**src/rtl/flappy_pkg.sv**
```systemverilog
// Shared types and constants for the flappy game blocks (bird motion, renderer, obstacles).
// Holds the bird FSM state type, the display geometry and a counter-width helper.
package flappy_pkg;

    typedef enum logic [1:0] {
        B_IDLE = 2'd0,
        B_FLY  = 2'd1,
        B_DEAD = 2'd2
    } bird_state_t;

    localparam int ROWS        = 16;
    localparam int START_ROW   = 8;
    localparam int FLAP_HEIGHT = 2;
    localparam int FALL_TICKS  = 25_000_000;

    // Width of a counter holding 0..n-1, never narrower than one bit.
    function automatic int cnt_width(input int n);
        return (n > 1) ? $clog2(n) : 1;
    endfunction

endpackage

```
**src/rtl/bird_motion_tick_gen.sv**
```systemverilog
// Gravity timebase: counts 0..FALL_TICKS-1 while enabled and pulses tick on the terminal count.
// Synchronous clear wins over enable; count is frozen while en is low.
module tick_gen #(
    parameter int FALL_TICKS = 25_000_000
) (
    input  logic Clock,
    input  logic Reset,
    input  logic en,
    input  logic clr,
    output logic tick
);
    import flappy_pkg::*;

    localparam int              CW   = cnt_width(FALL_TICKS);
    localparam logic [CW-1:0]   TERM = CW'(FALL_TICKS - 1);

    logic [CW-1:0] count;

    always_ff @(posedge Clock) begin
        if (Reset || clr) begin
            count <= '0;
        end else if (en) begin
            count <= (count == TERM) ? '0 : count + CW'(1);
        end
    end

    assign tick = en && (count == TERM);

endmodule

```
**src/rtl/bird_motion.sv**
```systemverilog
// Bird vertical physics: flap jumps up, periodic gravity falls one row, ground or pipe hit kills.
// All outputs registered; one clock from flap/hit/tick to bird_row, bird_onehot, flying, dead.
module bird_motion #(
    parameter int ROWS        = flappy_pkg::ROWS,
    parameter int START_ROW   = flappy_pkg::START_ROW,
    parameter int FLAP_HEIGHT = flappy_pkg::FLAP_HEIGHT,
    parameter int FALL_TICKS  = flappy_pkg::FALL_TICKS
) (
    input  logic                     Clock,
    input  logic                     Reset,
    input  logic                     flap,
    input  logic                     hit,
    output logic [$clog2(ROWS)-1:0]  bird_row,
    output logic [ROWS-1:0]          bird_onehot,
    output logic                     flying,
    output logic                     dead
);
    import flappy_pkg::*;

    localparam int                ROW_W     = $clog2(ROWS);
    localparam logic [ROW_W-1:0]  GROUND    = ROW_W'(ROWS - 1);
    localparam logic [ROW_W-1:0]  FLAP_ROWS = ROW_W'(FLAP_HEIGHT);
    localparam logic [ROW_W-1:0]  START     = ROW_W'(START_ROW);

    bird_state_t       state;
    bird_state_t       state_next;
    logic [ROW_W-1:0]  row_next;
    logic              flap_ok;
    logic              tick;
    logic              tick_en;
    logic              tick_clr;

    // Compare before subtracting so the jump saturates at the top row.
    function automatic logic [ROW_W-1:0] jump(input logic [ROW_W-1:0] row);
        return (row >= FLAP_ROWS) ? row - FLAP_ROWS : '0;
    endfunction

    function automatic logic [ROWS-1:0] decode(input logic [ROW_W-1:0] row);
        logic [ROWS-1:0] oh;
        oh      = '0;
        oh[row] = 1'b1;
        return oh;
    endfunction

    always_comb begin
        state_next = state;
        row_next   = bird_row;
        flap_ok    = 1'b0;
        case (state)
            B_IDLE: begin
                if (flap) begin
                    state_next = B_FLY;
                    row_next   = jump(bird_row);
                    flap_ok    = 1'b1;
                end
            end
            B_FLY: begin
                if (hit) begin
                    state_next = B_DEAD;
                end else if (flap) begin
                    row_next = jump(bird_row);
                    flap_ok  = 1'b1;
                end else if (tick) begin
                    row_next = (bird_row < GROUND) ? bird_row + ROW_W'(1) : GROUND;
                    if (row_next == GROUND) begin
                        state_next = B_DEAD;
                    end
                end
            end
            B_DEAD: begin
                state_next = B_DEAD;
            end
            default: begin
                state_next = B_IDLE;
                row_next   = START;
            end
        endcase
    end

    // Gravity only runs while airborne; a flap restarts the fall interval.
    assign tick_en  = (state == B_FLY) && !hit;
    assign tick_clr = (state == B_IDLE) || flap_ok;

    tick_gen #(
        .FALL_TICKS (FALL_TICKS)
    ) u_tick_gen (
        .Clock (Clock),
        .Reset (Reset),
        .en    (tick_en),
        .clr   (tick_clr),
        .tick  (tick)
    );

    always_ff @(posedge Clock) begin
        if (Reset) begin
            state       <= B_IDLE;
            bird_row    <= START;
            bird_onehot <= decode(START);
        end else begin
            state       <= state_next;
            bird_row    <= row_next;
            bird_onehot <= decode(row_next);
        end
    end

    assign flying = (state == B_FLY);
    assign dead   = (state == B_DEAD);

endmodule

```
**config.mk**
```make
export PLATFORM = sky130hd
export DESIGN_NAME = bird_motion
export DESIGN_NICKNAME = d
export VERILOG_FILES = /design/src/rtl/flappy_pkg.sv /design/src/rtl/bird_motion_tick_gen.sv /design/src/rtl/bird_motion.sv
export SDC_FILE = /design/constraint.sdc
export NUM_CORES = 1
export LEC_CHECK = 0
export BUFFER_PORTS_ARGS = -buffer_cell sky130_fd_sc_hd__buf_2
export CAP_MARGIN = 20
export CELL_PAD_IN_SITES_DETAIL_PLACEMENT = 0
export CELL_PAD_IN_SITES_GLOBAL_PLACEMENT = 1
export CORE_MARGIN = 2
export CORE_UTILIZATION = 43
export DETAILED_ROUTE_END_ITERATION = 7
export HOLD_SLACK_MARGIN = 0.05
export PLACE_DENSITY = 0.79
export SLEW_MARGIN = 20
export SYNTH_ARGS = -nofsm -noshare
export SYNTH_HDL_FRONTEND = slang
export SYNTH_SLANG_ARGS = --single-unit
```
**constraint.sdc**
```tcl
create_clock -name Clock -period 3.1 [get_ports Clock]
set_input_delay 0.465 -clock Clock [delete_from_list [all_inputs] [get_ports Clock]]
set_output_delay 0.465 -clock Clock [all_outputs]
set_load 0.01 [all_outputs]
```
**Word level (Yosys, flattened, before mapping)**

Index checks and enable logic that the tools add are counted.

- Memories kept: 0
- Word-level logic and storage cells: 46
- Memory bits (writable): 0
- Bits in read-only memories: 0
- Output and inout bits: 22
- Register bits: 47
- Bits in latches: 0

- Equal/unequal tests: 8
- Shift-type cells: 0
- Bitwise logic cells: 0
- $add $sub $neg: 3
- Reductions and logical operators: 8
- $mul: 0
- Magnitude comparators: 4
- Divide/modulo/power cells: 0
- Mux-type cells: 19

Operators with widths:

| operator | count |
|---|---|
| 25-bit by 1-bit adder with 25-bit output, second input constant | 1 |
| 25-bit equality test, second input constant | 1 |
| 25-bit two-way mux | 1 |
| 4-bit two-way mux | 6 |
| 4-bit one-hot mux with 3 select lines | 1 |
| 2-bit two-way mux | 5 |
| 3-bit by 2-bit inequality test with 1-bit output, second input constant | 2 |
| 2-bit one-hot mux with 3 select lines | 1 |
| 4-bit by 5-bit < comparator with 1-bit output, second input constant | 1 |
| 4-bit by 1-bit adder with 4-bit output, second input constant | 1 |
| 1-bit demux with 4-bit select | 1 |
| 4-bit equality test, second input constant | 1 |
| 4-bit by 1-bit greater-or-equal comparator with 1-bit output, second input constant | 1 |
| 4-bit by 2-bit greater-or-equal comparator with 1-bit output, second input constant | 1 |
| 4-bit < comparator, second input constant | 1 |
| 4-bit AND reduction | 1 |
| 4-bit by 2-bit subtractor with 4-bit output, second input constant | 1 |
| 1-bit logical AND | 3 |
| 1-bit two-way mux | 3 |
| 3-bit inequality test, second input constant | 1 |
| 2-bit by 1-bit equality test with 1-bit output, second input constant | 1 |
| 2-bit equality test, second input constant | 1 |
| 2-bit logical NOT | 1 |
| 1-bit logical OR | 2 |
| other kinds (3) | 3 |

**Longest topological paths before layout**

Gate-level depths: netlist of the first run.

- Word-level depth: 11
- Gate-level depth with buffers: 10
- Depth with buffers taken out: 8

**By module**

A second synthesis of the first run with hierarchy kept.

- Cell total of the unflattened synthesis: 270
- Area, all modules: 2382.3 sq um

By module, submodules not included:

| module | instances | sequential area each (sq um) | area an instance (sq um) | cells an instance |
|---|---|---|---|---|
| bird_motion | 1 | 440.4 | 1204.9 | 132 |
| tick_gen | 1 | 500.5 | 1177.4 | 138 |

**Worst setup path after synthesis of the first run**

No wires, ideal clock.

- Path kind: flip-flop to flip-flop
- From: reg state[1]
- To: reg bird_onehot[1]
- Setup time: 0.079 ns
- Path buffers: 0
- Data arrival time: 2.610 ns
- Path slack: 0.412 ns
- Cell stages (with the launch flop): 9
- Clock period less this slack: 2.688 ns
- Cells stage by stage: dfxtp_1 inv_1 ha_1 nand4b_1 or2_4 or4_4 a41oi_2 or4b_4 nor3_1

- Word-level cells in the longest chain between the ends: 11
- Elaborated cells between the ends (all ways): 14
- Those cells by class: 2 x order compare; 2 x eq/ne; 6 x mux; 4 x reduce/logical

Ends and longest elaborated chain:

| what | RTL line | RTL |
|---|---|---|
| start, declared | bird_motion.sv:25 | `bird_state_t state;` |
| start signal, assigned | bird_motion.sv:100 | `state <= state_next;` |
| 2-bit by 1-bit equality test with 1-bit output * | - |  |
| via flying | bird_motion.sv:15 | `output logic flying,` |
| 1-bit logical AND | bird_motion.sv:81 | `assign tick_en = (state == B_FLY) && !hit;` |
| 1-bit logical AND | bird_motion_tick_gen.sv:27 | `assign tick = en && (count == TERM);` |
| 4-bit two-way mux | bird_motion.sv:63 | `end else if (tick) begin` |
| 4-bit two-way mux | bird_motion.sv:60 | `end else if (flap) begin` |
| 4-bit two-way mux | bird_motion.sv:58 | `if (hit) begin` |
| 4-bit one-hot mux with 3 select lines * | bird_motion.sv:49 | `case (state)` |
| 4-bit by 5-bit < comparator with 1-bit output (not written as such) / 4-bit by 1-bit greater-or-equal comparator with 1-bit output (equally long branches) | bird_motion.sv:41 | `oh[row] = 1'b1;` |
| 1-bit logical AND (not written as such) | bird_motion.sv:41 |  |
| 1-bit two-way mux (not written as such) | bird_motion.sv:41 |  |
| 1-bit demux with 4-bit select * | bird_motion.sv:41 |  |
| end signal, assigned | bird_motion.sv:98 | `bird_onehot <= decode(START);` |
| end signal, assigned | bird_motion.sv:102 | `bird_onehot <= decode(row_next);` |
| end, declared | bird_motion.sv:14 | `output logic [ROWS-1:0] bird_onehot,` |

Mark *: on every way through the listed nets, which the timed path passes. The rest lies on a longest branch.
A chain may end at the register's enable or synchronous reset.

**Worst setup path in the final report of the first run**

- From: reg state[1]
- To: reg bird_onehot[5]

- Word-level cells in the longest chain between the ends: 11
- Elaborated cells between the ends (all ways): 14
- Those cells by class: 2 x order compare; 2 x eq/ne; 6 x mux; 4 x reduce/logical

Ends and longest elaborated chain:

| what | RTL line |
|---|---|
| 2-bit by 1-bit equality test with 1-bit output | bird_motion.sv:49, bird_motion.sv:81 |
| 1-bit logical AND | bird_motion.sv:81 |
| 1-bit logical AND | bird_motion_tick_gen.sv:27 |
| 4-bit two-way mux | bird_motion.sv:63 |
| 4-bit two-way mux | bird_motion.sv:60 |
| 4-bit two-way mux | bird_motion.sv:58 |
| 4-bit one-hot mux with 3 select lines * | bird_motion.sv:49 |
| 4-bit by 5-bit < comparator with 1-bit output (not written as such) / 4-bit by 1-bit greater-or-equal comparator with 1-bit output (equally long branches) | bird_motion.sv:41 |
| 1-bit logical AND (not written as such) | bird_motion.sv:41 |
| 1-bit two-way mux (not written as such) | bird_motion.sv:41 |
| 1-bit demux with 4-bit select * | bird_motion.sv:41 |

Every way passes the cells marked *; elsewhere a longest branch is shown, timed or not.

==> results by group, run 1 <==
Die
  – Die height: approximately 78 µm
  – DIE WIDTH: 77.6 µm
  – Core Box Area: 5170 µm²
  – Row cnt: 26
  – Die footprint: 6020 µm²
  – IO Count: 26
  – Starting Density: 45.0%

CTS
  – Reg clk slew, reported paths: around 0.090 ns
  – H-tree depth: 2
  – Post-CTS Resized: 0
  – CTS sink cnt: 47
  – Maximum root-to-sink buffer count: 2
  – Hold bufs inserted after CTS: 0
  – Worst-skew pair later-pin latency: 0.30 ns
  – CTS Buf Count: 5
  – Post-CTS Setup Inserts: 0
  – CTS tree: built
  – CTS root buf: clkbuf_8

Critical path
  – CP peak stage delay: 0.54 ns
  – Reg2reg setup slack: 0.37 ns
  – Worst Setup SP: state[1]
  – RR Startpoint: state[1]
  – CP endpoint kind: register
  – CP delay by family, top: simple AND/OR/NAND/NOR gates
  – Worst path cell trace: inv_1 > ha_1 > nand4b_1 > or2_4 > or4_4 > a41oi_2 > or4b_4 > nor3_1
  – Worst Path Arrival: 2.96 ns
  – Buf/Inv on CP: 1
  – Critical Path Start Type: register
  – Worst EP required: 3.33 ns
  – CP max stage cell: or4_4
  – Crit-path max FO: 6
  – WS Path Type: register to register

Min path
  – Hold Path Class: register to register
  – Worst hold start: u_tick_gen.count[24]

Global route
  – GRT Total Usage: between 10% and 20%
  – Gr ovfl total: 0
  – Largest net degree at the start of global routing: 25
  – First-pass GRT wire length: about 8800 µm
  – Initial antenna violation count: 0
  – Vias in the first global route: 1839

Synthesis
  – Syn Area/Cell: 8.50 µm²
  – Async set-reset flop share out of synthesis: 0%
  – Seq/Total Area, Yosys: 40.4%
  – Syn nets: between 200 and 300
  – Synth unique cells: 49
  – Most used DFF post-synth: dfxtp_1
  – Number of synthesized register bits: 47
  – Yosys top cell area share: roughly two fifths
  – Synth cell count leaders: dfxtp_1, nor2_1, nand2_1, nor3_1
  – Post-synth EDFFs: 0
  – Syn. warnings: 0
  – Synth Cell Area: ~2300 µm²
  – Synth area leader: dfxtp_1
  – Cells after Synth: 274
  – Main area contributors after synthesis: dfxtp_1, nor2_1, ha_1, xor2_1, nor3_1
  – Most common cell in the netlist: dfxtp_1

Placed design
  – Place WS: 0.332 ns
  – Dpl cells: 363
  – # port buffers: 25
  – Dpl hpwl: 3640 µm
  – GP Congestion: 0.841

Finish
  – Layout Area Growth over Synthesis: 13.2%
  – Net count, final: about 310
  – Post-layout util: approximately half
  – Share of layout cells above drive strength 1: 15.6%
  – Diodes inserted: 0
  – Post-route insts no fill: 371
  – Register Area: roughly 940 µm²
  – Footprint of the multi-input gates: ~1300 µm²
  – # fillers: 510

STA
  – Slew headroom: 47.8%
  – Count of pins over their slew limit: 0
  – Worst setup margin: 0.367 ns
  – Clk_skew: 0.0119 ns
  – Setup violations, final: 0
  – Setup TNS: 0 ns
  – Final hold vios: 0
  – Period utilization: slightly below 90%
  – Minimum clock period: around 2.7 ns
  – RSZ-0062 raised after global routing: false
  – Worst-Margin Slew: 0.783 ns
  – Fmax: 366 MHz

Pwr
  – Pwr dens: about 580 nW/µm²
  – Worst ir drop on vdd: 0.286 mV
  – Leakage power: 0.966 nW

Routing
  – DR vias/cell: 5.44
  – Antenna-violating nets left: 0
  – Routed len/inst: around 14 µm
  – DR iter-0 viols: 104
  – Routed vias: a little over 2000
  – DRT Pass-1 Iters: 4
  – DRC: 0
  – Final WL: 5090 µm

Job
  – Max-cap violations: 0

Outcome
  – Status: finished clean
## registers in the layout, summed over array words and instances, names as in the netlist
register / flops
state: 2
u_tick_gen.count: 25
bird_onehot: 16
bird_row: 4
## area by class of cell
class / instances / share of cell area, %
well taps: 70 / 3.32
repair buffers: 30 / 6.17
inverters: 12 / 1.71
clock inverters: 2 / 0.617
flip-flops and latches: 47 / 35.7
multi-input cells: 204 / 49.4
clock buffers: 6 / 3.13
## placed cells by master, fill, tap and decap left out, types with 3 or more instances in the layout
| cell | Yosys | final |
|---|---|---|
| o21ai_0 | 11 | 11 |
| o31ai_1 | 4 | 4 |
| clkbuf_8 | 0 | 6 |
| dfxtp_1 | 47 | 47 |
| buf_2 | 1 | 25 |
| nand3_1 | 11 | 11 |
| buf_4 | 0 | 5 |
| a21oi_1 | 12 | 12 |
| ha_1 | 9 | 9 |
| a21o_1 | 3 | 3 |
| nor2b_1 | 4 | 4 |
| nor2_1 | 33 | 33 |
| nor3_1 | 17 | 17 |
| nor4_1 | 5 | 5 |
| xor2_1 | 12 | 12 |
| a211oi_1 | 3 | 3 |
| or3_1 | 6 | 6 |
| inv_1 | 11 | 11 |
| xnor2_1 | 8 | 8 |
| and4_1 | 4 | 4 |
| nand2_1 | 18 | 18 |
| nand4_1 | 8 | 8 |
| and3_1 | 3 | 3 |
## stage by stage
stage               hold WS, ns  area, µm²  power [mW]
finish                    0.489       2640        1.52
global route              0.534       2640        1.62
CTS                       0.492       2640        1.53
detailed placement        0.479       2540        1.14
global placement          0.471       2540        1.15
floorplan                 0.454       2330        1.01
## cell families (layout without fill, tap and decap cells)
| kind of cell | Yosys count | after routing | synth area share, % |
|---|---|---|---|
| and+or+nand+nor | 128 | 128 | 30.0 |
| AOI/OAI and AO/OA | 47 | 47 | 13.5 |
| DFF | 47 | 47 | 40.4 |
| buffers and inverters | 23 | 50 | 3.76 |
| xor gates and xnor gates | 20 | 20 | 7.52 |
| adders and majority gates | 9 | 9 | 4.83 |
## per-layer routing
metal	vias to the layer above	track usage, %	part of all wire (%)
li1	1038	-	-
met1	945	25.2	52
met2	32	28.4	45
met3	2	3.60	3.0
met4	0	4.82	0.53
met5	-	0	0
## final timing paths
check | end | depth (start not counted)
setup / recovery | bird_onehot[5] | 8
hold / removal | u_tick_gen.count[24] | 2
setup reg to reg | bird_onehot[5] | 8
hold reg to reg | u_tick_gen.count[24] | 2
## worst register-to-register path: cells and delay by family, from the launching register on
family	cells	cell delay (ns)
simple gates	5	1.71
flops	1	0.34
compound gates	1	0.33
fa+ha+maj	1	0.17
buf+inv	1	0.10
## where the power goes
| group | switching [mW] | total, mW | internal [mW] |
|---|---|---|---|
| clock | 0.207 | 0.390 | 0.182 |
| sequential | 0.0469 | 0.690 | 0.643 |
| combinational | 0.270 | 0.437 | 0.167 |
| total | 0.524 | 1.52 | 0.993 |
Note: power is estimated with default switching activity, not from simulation.
==> run 2, diff against run 1 <==
--- a/config.mk
+++ b/config.mk
@@ -10,5 +10,4 @@
 export CELL_PAD_IN_SITES_DETAIL_PLACEMENT = 0
 export CELL_PAD_IN_SITES_GLOBAL_PLACEMENT = 1
-export CORE_MARGIN = 2
 export CORE_UTILIZATION = 43
 export DETAILED_ROUTE_END_ITERATION = 7
==> constraint.sdc (replaced) <==
create_clock -name Clock -period 3.1 [get_ports Clock]
set_input_delay 0.465 -clock Clock [delete_from_list [all_inputs] [get_ports Clock]]
set_output_delay 0.465 -clock Clock [all_outputs]
set_load 0.1 [all_outputs]
==> run 2 against run 1 <==
- maximum frequency is 4.8% lower
- global-route usage grew 2.1 points
- sequential power barely moved
- largest power group is now combinational cells
- highest routed layer unchanged
==> results by group, run 2 (same netlist as run 1, synthesis figures left out) <==
Outcome
  – Status: finished clean

Finish
  – Commonest non-fill, non-tap cell in the layout: dfxtp_1
  – Share of layout cells above drive strength 1: 16.3%
  – Post-layout util: 50.8%
  – Max reg flops: 25
  – Net count, final: approximately 310
  – Biggest register: u_tick_gen.count
  – Most frequent cells in the layout: dfxtp_1, nor2_1, buf_2, nand2_1, nor3_1
  – Biggest regs: u_tick_gen.count (25), bird_onehot (16), bird_row (4)
  – Diodes inserted: 0
  – Layout Area Growth over Synthesis: 12.9%
  – # fillers: just over 500

CTS
  – CTS root buf: clkbuf_8
  – CTS Buf Count: 5
  – Maximum root-to-sink buffer count: 2
  – CTS tree: built
  – Reg clk slew, reported paths: ~0.090 ns
  – H-tree depth: 2
  – CTS sink cnt: 47
  – Post-CTS Setup Inserts: 0
  – Hold bufs inserted after CTS: 0
  – Post-CTS Resized: 0
  – Worst-skew pair later-pin latency: 0.30 ns

Pwr
  – Worst ir drop on vdd: 0.358 mV
  – Internal power: 967 µW
  – Comb power frac: around two fifths
  – NetSw: 796 µW
  – Clk network pwr share: 21.0%
  – Sw frac: between 40% and 50%
  – Register share of total power: 39.1%
  – Pwr dens: 670 nW/µm²
  – Leakage power: ~0.96 nW

STA
  – Minimum clock period: 2.87 ns
  – Final hold vios: 0
  – Hold WS: 0.489 ns
  – Setup violations, final: 0
  – RSZ-0062 raised after global routing: false
  – Fmax: approximately 350 MHz
  – Period utilization: 92.6%
  – Worst-Margin Slew: 0.518 ns
  – Setup TNS: 0 ns
  – Slew headroom: roughly two thirds
  – Count of pins over their slew limit: 0
  – Clk_skew: 0.0103 ns

Job
  – Max-cap violations: 0

Critical path
  – Reg2reg setup slack: 0.23 ns
  – Worst Path Arrival: 3.09 ns
  – R2R Path End: bird_onehot[5]
  – Worst R2R Path Depth: 8
  – CP max stage cell: or4_4
  – Buf/Inv on CP: 1
  – Crit-path max FO: 8
  – CP peak stage delay: 0.54 ns
  – Crit path capture: bird_onehot[5]
  – Worst path cell trace: inv_1 > ha_2 > nand4b_1 > or2_4 > or4_4 > a41oi_2 > or4b_4 > nor3_1
  – Critical Path Start Type: register
  – CP delay by family, top: simple AND/OR/NAND/NOR gates
  – Worst EP required: approximately 3.3 ns
  – Worst Setup SP: state[1]
  – WP depth: 8
  – WS Path Type: register to register
  – CP endpoint kind: register
  – RR Startpoint: state[1]

Placed design
  – # port buffers: 25
  – Dpl hpwl: 3670 µm
  – GP Congestion: between 0.8 and 0.9

Die
  – Row cnt: 26
  – IO Count: 26
  – Die height: 75.6 µm
  – Core Box Area: 5170 µm²
  – Die footprint: 5720 µm²
  – DIE WIDTH: 75.6 µm
  – Starting Density: between 40% and 50%

Routing
  – DRT Pass-1 Iters: 4
  – Routed len/inst: 13.9 µm
  – DR iter-0 viols: between 60 and 70
  – DRC: 0
  – Antenna-violating nets left: 0
  – DR vias/cell: around 5.5
  – Final WL: 5150 µm
  – Routed vias: 2028

Min path
  – Hold Path Class: register to register

Global route
  – GRT Total Usage: 20.2%
  – Gr ovfl total: 0
  – Largest net degree at the start of global routing: 25
  – Vias in the first global route: 1808
  – First-pass GRT wire length: around 8500 µm
  – Initial antenna violation count: 0
## run 2: metrics by stage
step	power, mW	instance area, µm²	instances	worst slack [ns]
after floorplan	1.28	2330	274	0.0782
after global placement	1.41	2540	363	0.375
after detailed placement	1.41	2540	363	0.238
after CTS	1.78	2630	371	0.209
after global routing	1.86	2630	371	0.0648
final	1.76	2630	371	0.228
## run 2: area by class of cell
cell class              instances  area, µm²  share of cell area [%]
well taps                      70       87.6                    3.33
clock inverters                 3       20.0                   0.761
inverters                      12       45.0                    1.71
repair buffers                 30        163                    6.18
flip-flops and latches         47        942                    35.8
clock buffers                   5       68.8                    2.62
multi-input cells             204       1300                    49.6
## run 2: worst min path at each step
| stage | from | endpoint | slack (ns) | cells after the start |
|---|---|---|---|---|
| after floorplan | u_tick_gen.count[24] | u_tick_gen.count[24] | 0.45 | 2 |
| after global routing | u_tick_gen.count[14] | u_tick_gen.count[14] | 0.54 | 2 |
| final | u_tick_gen.count[14] | u_tick_gen.count[14] | 0.49 | 2 |
| after global placement | u_tick_gen.count[14] | u_tick_gen.count[14] | 0.47 | 2 |
| after detailed placement | u_tick_gen.count[14] | u_tick_gen.count[14] | 0.48 | 2 |
| after CTS | u_tick_gen.count[14] | u_tick_gen.count[14] | 0.49 | 2 |
## run 2: worst reg2reg max path, delay by kind of cell, from the launching register on
family | cells | cell delay [ns]
adders and majority gates | 1 | 0.27
DFF | 1 | 0.34
AOI/OAI and AO/OA | 1 | 0.35
buffers and inverters | 1 | 0.10
and+or+nand+nor | 5 | 1.73
## run 2: power groups by stage
stage / combinational (mW) / sequential, mW / clock, mW
after floorplan: 0.345 / 0.930 / 0
after global placement: 0.706 / 0.703 / 0
after detailed placement: 0.704 / 0.703 / 0
after CTS: 0.704 / 0.690 / 0.385
after global routing: 0.760 / 0.696 / 0.406
final: 0.703 / 0.690 / 0.370
## run 2: per-layer routing
layer	up-vias	wire length, µm	track usage [%]
li1	1035	-	-
met1	944	2600	28.0
met2	41	2290	31.0
met3	8	172	3.57
met4	0	87	8.23
met5	-	0	0
==> run 3, diff against run 2 <==
BUFFER_PORTS_ARGS = -buffer_cell sky130_fd_sc_hd__buf_4   (was -buffer_cell sky130_fd_sc_hd__buf_2)
==> run 3 against run 2 <==
- power rose by 12%
- global-route usage is 0.80 points lower
- clock skew decreased by 0.0019 ns
==> results by group, run 3 (same netlist as run 1, synthesis figures left out) <==
Outcome
  – Status: finished clean

STA
  – Fmax: 354 MHz
  – Final hold vios: 0
  – Slew headroom: roughly two thirds
  – Setup violations, final: 0
  – Count of pins over their slew limit: 0
  – Setup TNS: 0 ns
  – Minimum clock period: 2.83 ns
  – Period utilization: ~91%
  – Worst-Margin Slew: roughly 0.52 ns
  – Clk_skew: 0.00841 ns
  – RSZ-0062 raised after global routing: false

Global route
  – Largest net degree at the start of global routing: 25
  – First-pass GRT wire length: roughly 8300 µm
  – Gr ovfl total: 0
  – Vias in the first global route: 1769
  – Initial antenna violation count: 0
  – GRT Total Usage: 19.3%

Finish
  – Biggest register: u_tick_gen.count
  – Share of layout cells above drive strength 1: between 10% and 20%
  – Diodes inserted: 0
  – Commonest non-fill, non-tap cell in the layout: dfxtp_1
  – Biggest regs: u_tick_gen.count (25), bird_onehot (16), bird_row (4)
  – Post-layout util: 52.9%
  – Most frequent cells in the layout: dfxtp_1, nor2_1, buf_4, nand2_1, nor3_1
  – Layout Area Growth over Synthesis: 17.5%
  – Max reg flops: 25
  – Net count, final: between 300 and 400

Routing
  – DR vias/cell: 5.41
  – Routed vias: 2002
  – DR iter-0 viols: between 150 and 200
  – Antenna-violating nets left: 0
  – DRT Pass-1 Iters: 4
  – Routed len/inst: between 10 and 15 µm
  – Final WL: just over 5000 µm
  – DRC: 0

Critical path
  – CP delay by family, top: simple AND/OR/NAND/NOR gates
  – WS Path Type: register to register
  – Critical Path Start Type: register
  – Worst Path Arrival: around 3.1 ns
  – Worst R2R Path Depth: 8
  – R2R Path End: bird_onehot[1]
  – CP endpoint kind: register
  – WP depth: 8
  – Worst Setup SP: state[1]
  – Reg2reg setup slack: approximately 0.27 ns
  – Crit-path max FO: 8
  – CP peak stage delay: 0.54 ns
  – Worst EP required: 3.33 ns
  – Buf/Inv on CP: 1
  – RR Startpoint: state[1]
  – CP max stage cell: or4b_4
  – Worst path cell trace: inv_1 > ha_2 > nand4b_1 > or2_4 > or4_4 > a41oi_2 > or4b_4 > nor3_1

Pwr
  – Clk network pwr share: 27.9%
  – Register share of total power: 35.1%
  – NetSw: 813 µW
  – Internal power: 1.16 mW
  – Worst ir drop on vdd: 0.348 mV
  – Comb power frac: 37.0%
  – Pwr dens: 722 nW/µm²
  – Leakage power: 0.987 nW
  – Sw frac: 41.2%

CTS
  – CTS sink cnt: 47
  – Maximum root-to-sink buffer count: 2
  – CTS root buf: clkbuf_8
  – Reg clk slew, reported paths: 0.10 ns
  – Worst-skew pair later-pin latency: 0.30 ns
  – Hold bufs inserted after CTS: 0
  – Post-CTS Setup Inserts: 0
  – CTS Buf Count: 5
  – H-tree depth: 2
  – CTS tree: built
  – Post-CTS Resized: 0

Die
  – Die footprint: 5720 µm²
  – Row cnt: 26
  – Core Box Area: 5170 µm²
  – Die height: 75.6 µm
  – DIE WIDTH: around 76 µm
  – Starting Density: 45.0%
  – IO Count: 26

Placed design
  – GP Congestion: 0.884
  – # port buffers: 25
  – Dpl hpwl: roughly 3600 µm

Min path
  – Hold Path Class: input pin to register
  – Worst Hold Depth: 2
  – Worst hold start: Reset
  – Hold path endpoint: bird_row[0]

Job
  – Max-cap violations: 0
[run 3: changes by cell type in the layout (fill, tap and decap cells not counted)]
| cell | before | now |
|---|---|---|
| clkinv_2 | 1 | 0 |
| inv_8 | 0 | 1 |
| clkinvlp_4 | 2 | 0 |
| bufinv_16 | 0 | 2 |
| buf_4 | 5 | 29 |
| buf_2 | 25 | 0 |
[run 3: stage by stage]
step           hold slack [ns]  setup slack, ns  cell area (µm²)  power (mW)  std cells
4_1_cts                  0.446            0.286             2740        1.98        370
3_3_place_gp             0.465            0.369             2600        1.44        362
3_5_place_dp             0.473            0.326             2600        1.44        362
6_report                 0.455            0.274             2740        1.97        370
5_1_grt                  0.459            0.102             2740        2.07        370
2_1_floorplan            0.454           0.0782             2330        1.28        274
[run 3: layout make-up]
type	instances	area, µm²
fillers	488	2440
multi-input cells	204	1300
flip-flops and latches	47	942
repair buffers	29	218
well taps	70	87.6
clock inverters	3	71.3
clock buffers	5	68.8
inverters	12	45.0
[run 3: power groups by stage]
stage	clock (mW)	sequential, mW	combinational, mW
floorplan	0	0.930	0.345
global placement	0	0.705	0.731
finish	0.550	0.693	0.731
CTS	0.562	0.692	0.730
detailed placement	0	0.706	0.730
global route	0.585	0.701	0.780
[run 3: worst max-delay path by stage]
stage,to,slack (ns)
after floorplan,bird_onehot[1],0.08
after global placement,bird_onehot[5],0.37
after detailed placement,bird_onehot[1],0.33
after CTS,bird_onehot[1],0.29
after global routing,bird_onehot[1],0.10
final,bird_onehot[1],0.27
[run 3: layer usage]
layer	GRT usage (%)	vias to the layer above	routed length, µm
li1	-	1035	-
met1	27.3	927	2550
met2	30.2	38	2300
met3	3.84	2	207
met4	5.14	0	27
met5	0	-	0
